## src/rtl/seq_right_shifter.sv

```systemverilog
// Iterative right shifter: loads a word and a shift amount on Start, then
// shifts right one bit per clock (logical or arithmetic) until the amount is
// consumed, and pulses Done for one cycle when Out holds the result.
//
// Handshake: Start is a request that is taken only on an edge where the FSM
// is in IDLE or DONE. Start is ignored while Busy is high, so the requester
// must hold or re-issue Start if it must not be lost. Done is a one-cycle
// pulse with no acknowledge. Out holds its value until the next accepted
// Start or reset.
//
// The FSM state is fully visible on the ports: Busy decodes SHIFT, Done
// decodes DONE, and both low means IDLE.
module seq_right_shifter #(
  parameter int N  = 8,
  parameter int SW = 3
) (
  input  logic          Clk,
  input  logic          Reset_n,
  input  logic          Start,
  input  logic [N-1:0]  In,
  input  logic [SW-1:0] Amount,
  input  logic          Arith,
  output logic [N-1:0]  Out,
  output logic          Busy,
  output logic          Done
);

  typedef enum logic [1:0] {
    S_IDLE  = 2'd0,
    S_SHIFT = 2'd1,
    S_DONE  = 2'd2
  } state_t;

  state_t        state_q, state_d;
  logic [N-1:0]  out_q, out_d;
  logic [SW-1:0] count_q, count_d;
  logic          mode_q, mode_d;
  logic          fill;

  // Fill bit entering at the MSB: the current sign bit in arithmetic mode.
  always_comb begin
    fill = mode_q ? out_q[N-1] : 1'b0;
  end

  // Next-state and datapath: load on an accepted Start, shift while in SHIFT.
  always_comb begin
    state_d = state_q;
    out_d   = out_q;
    count_d = count_q;
    mode_d  = mode_q;
    case (state_q)
      S_IDLE, S_DONE: begin
        if (Start) begin
          out_d   = In;
          count_d = Amount;
          mode_d  = Arith;
          state_d = (Amount == '0) ? S_DONE : S_SHIFT;
        end else begin
          state_d = S_IDLE;
        end
      end
      S_SHIFT: begin
        out_d   = {fill, out_q[N-1:1]};
        count_d = count_q - SW'(1);
        if (count_q == SW'(1)) begin
          state_d = S_DONE;
        end
      end
      default: begin
        state_d = S_IDLE;
      end
    endcase
  end

  // State and datapath registers; reset discards any shift in progress.
  always_ff @(posedge Clk) begin
    if (!Reset_n) begin
      state_q <= S_IDLE;
      out_q   <= '0;
      count_q <= '0;
      mode_q  <= 1'b0;
    end else begin
      state_q <= state_d;
      out_q   <= out_d;
      count_q <= count_d;
      mode_q  <= mode_d;
    end
  end

  // Status outputs decode registered state, so they never glitch or overlap.
  always_comb begin
    Out  = out_q;
    Busy = (state_q == S_SHIFT);
    Done = (state_q == S_DONE);
  end

endmodule
```

## config.mk

```make
export PLATFORM = sky130hd
export DESIGN_NAME = seq_right_shifter
export DESIGN_NICKNAME = d
export VERILOG_FILES = /design/src/rtl/seq_right_shifter.sv
export SDC_FILE = /design/constraint.sdc
export NUM_CORES = 1
export LEC_CHECK = 0
export CORE_UTILIZATION = 38
export CTS_CLUSTER_DIAMETER = 40
export DETAILED_ROUTE_END_ITERATION = 12
export GPL_TIMING_DRIVEN = 0
export PLACE_DENSITY = 0.71
export SLEW_MARGIN = 20
export SYNTH_ARGS = -nofsm -noshare
export SYNTH_HDL_FRONTEND = slang
export SYNTH_SLANG_ARGS = --single-unit
```

## constraint.sdc

```tcl
create_clock -name Clk -period 2 [get_ports Clk]
set_clock_uncertainty 0.2 [all_clocks]
set_input_delay 0.4 -clock Clk [delete_from_list [all_inputs] [get_ports Clk]]
set_output_delay 0.4 -clock Clk [all_outputs]
set_load 0.02 [all_outputs]
```

==> out/metrics.yaml, run 1 <==
ios: 25
portBuffers: 24
viasPerCell: 5.30
dp_slack_ns: 0.195
timing.final.crit_share_pct: 92.0
multi_input_area_sq_um: 322
cp-end-kind: "primary output"
synth_common_cells: "nand2_1, dfxtp_1, a31oi_1, o21ai_0"
synth.distinct_cells: 25
p_per_area_nw_per_um2: 735
period_minus_slack_ns: 1.84
hold_path_class: "register to register"
fin_ws_ns: 0.161
final-seq-area_sq_um: 280
crit_family: "buffers and inverters"
die_w_microns: 43.7
synth_flop_cell: "dfxtp_1"
drt_iter0_markers: 15
netlist_area_sq_um: 662
whs_ns: 0.257
gr-total-overflow: 0
met1_usage_pct: 22.2
route.detailed.drc: 2
coreArea_sq_um: 1560
design.die.area_sq_um: 1910
cp_cell_sequence: "clkdlybuf4s50_1"
crit_slowest_cell: "clkdlybuf4s50_1"
ys_ff_latch: 14
syn-instance-count: 78
post_drt_wl_per_cell_microns: 11.7
arrival_ns: 1.24
busiest_layer: "met2"
syn2layout_area_growth_pct: 42.3
drv_cap: 0
row_count: 14
final_max_slew_viol_count: 0
fmax_mhz: 544
vdd_drop_max_v: 0.000572
antenna_found_initial: 0
cts-hold-fix-buffers: 0
yosysTopAreaCell: "dfxtp_1"
setup_viol: 0
diodes: 0
violations: "DRC"
ant_nets: 0
start_util_pct: 42.5
numCtsBuffers: 3
root_buffer: "clkbuf_4"
ys_seq_area_share_pct: 42.3
met2_usage_pct: 25.7
grt_pass1_wl_microns: 2380
layout-drive-gt1-share_pct: 11.4
cpPeakStageDelay_ns: 0.61
routabilityCongestion: 0.759
worst-path-buf-inv: 1
synth_edf_count: 0
synthArstFlopShare_pct: 0
cts_sinks: 14
synth_fp_nets: 95
grt_usage_pct: 17.0
hpwl_microns: 1070
leakagePower_nw: 0.374
die_h_microns: 43.7
crit_fanout: 3
wl_microns: 1410
ys_warn_count: 0
htree_levels: 1
first_pass_iters: 10
grt_max_degree: 11
synth_top_area_share_pct: 42.3
worst_pin_slew_ns: 0.247
finalHoldViolCount: 0
avgSynthCellArea_sq_um: 8.49
met3_usage_pct: 6.25
synth_area_leaders: "dfxtp_1, nand2_1, a31oi_1"
cts.clk_slew.worst_paths_ns: 0.08
slew_headroom_pct: 83.4
power.total_w: 0.000693
via_count: 641
worst_setup_path_start_kind: "register"
tritoncts: "built"
grt_pass1_vias: 568
critical_path_class: "register to primary output"
cp_data_required_time_ns: 1.40
clock_path_buffers: 2
setup-tns-final_ns: 0
fill_cells: 142
synth.most_common_cell: "nand2_1"
final_nets: 124
status: "complete, but fails checks"
rsz0062_at_grt: "false"
clkLatencyLatePin_ns: 0.27
==> layer usage <==
| layer | up-vias | routed length [microns] | part of all wire [%] |
|---|---|---|---|
| met3 | 2 | 59 | 4.2 |
| li1 | 327 | - | - |
| met2 | 17 | 676 | 48 |
| met1 | 295 | 660 | 47 |
| met4 | 0 | 13 | 0.92 |
| met5 | - | 0 | 0 |
==> flip-flops by register name (all words and copies together) (netlist names) <==
register  cells
count_q       3
mode_q        1
Out           8
state_q       2
==> power breakdown <==
| group | switching [W] | internal [W] |
|---|---|---|
| sequential | 0.0000203 | 0.000308 |
| combinational | 0.000101 | 0.000110 |
| clock | 0.0000836 | 0.0000696 |
==> cells by family (layout without fill, tap and decap cells) <==
| group | Yosys count | in the layout | synth area share (%) |
|---|---|---|---|
| compound gates | 27 | 27 | 25.5 |
| simple gates | 26 | 26 | 19.3 |
| flops | 14 | 14 | 42.3 |
| buf+inv | 9 | 36 | 9.07 |
| fa+ha+maj | 2 | 2 | 3.78 |
==> area by class of cell <==
| type | instances | share of cell area (%) |
|---|---|---|
| tap | 16 | 2.12 |
| clock buffer | 3 | 2.39 |
| buffer | 4 | 4.38 |
| timing repair buffer | 24 | 25.2 |
| inverter | 5 | 1.99 |
| sequential | 14 | 29.7 |
| multi-input combinational | 55 | 34.1 |
==> stage by stage <==
stage / instances / util (%) / instance area, sq um
2_1_floorplan: 78 / - / 662
3_3_place_gp: 118 / 59.1 / 922
3_5_place_dp: 118 / 59.1 / 922
4_1_cts: 121 / 60.4 / 942
5_1_grt: 121 / 60.4 / 942
6_report: 121 / 60.4 / 942
==> layout by cell type (no fill, tap or decap), types with 2 or more instances in the layout <==
cell             netlist  final
clkbuf_4               0      3
clkdlybuf4s50_1        0     22
nand2_1               17     17
nor2_1                 2      2
dlygate4sd2_1          0      2
a211oi_1               2      2
a21oi_1                4      4
o21ai_1                2      2
nand2b_2               2      2
ha_1                   2      2
a31oi_1                7      7
o21ai_0                6      6
inv_1                  4      4
buf_6                  3      3
dfxtp_1               14     14
==> timing repair <==
item	4_1_cts	5_1_grt
setup endpoints to repair	2	0
setup buffers	0	0
gates resized for setup	2	0
==> worst paths after layout <==
check | to | slack, ns | startpoint | depth (start not counted)
worst max-delay path | Out[7] | 0.16 | Out[7] | 1
worst min-delay path | mode_q | 0.26 | mode_q | 2
worst max register to register | count_q[2] | 0.69 | count_q[0] | 4
worst min register to register | mode_q | 0.26 | mode_q | 2
(Power assumes the default switching activity.)
==> inputs of run 2 (changes only) <==
--- a/config.mk
+++ b/config.mk
@@ -5,12 +5,13 @@
 export SDC_FILE = /design/constraint.sdc
 export NUM_CORES = 1
 export LEC_CHECK = 0
+export CAP_MARGIN = 40
 export CORE_UTILIZATION = 38
 export CTS_CLUSTER_DIAMETER = 40
 export DETAILED_ROUTE_END_ITERATION = 12
 export GPL_TIMING_DRIVEN = 0
 export PLACE_DENSITY = 0.71
-export SLEW_MARGIN = 20
+export SLEW_MARGIN = 30
 export SYNTH_ARGS = -nofsm -noshare
 export SYNTH_HDL_FRONTEND = slang
 export SYNTH_SLANG_ARGS = --single-unit
==> results of run 2 <==
Same layout as run 1: the final DEF is identical, and so are final timing and power.
==> inputs of run 3 (changes only) <==
--- a/config.mk
+++ b/config.mk
@@ -11,6 +11,7 @@
 export DETAILED_ROUTE_END_ITERATION = 12
 export GPL_TIMING_DRIVEN = 0
 export PLACE_DENSITY = 0.71
+export SKIP_LAST_GASP = 1
 export SLEW_MARGIN = 30
 export SYNTH_ARGS = -nofsm -noshare
 export SYNTH_HDL_FRONTEND = slang
==> results of run 3 <==
Same layout as run 1: the final DEF is identical, and so are final timing and power.
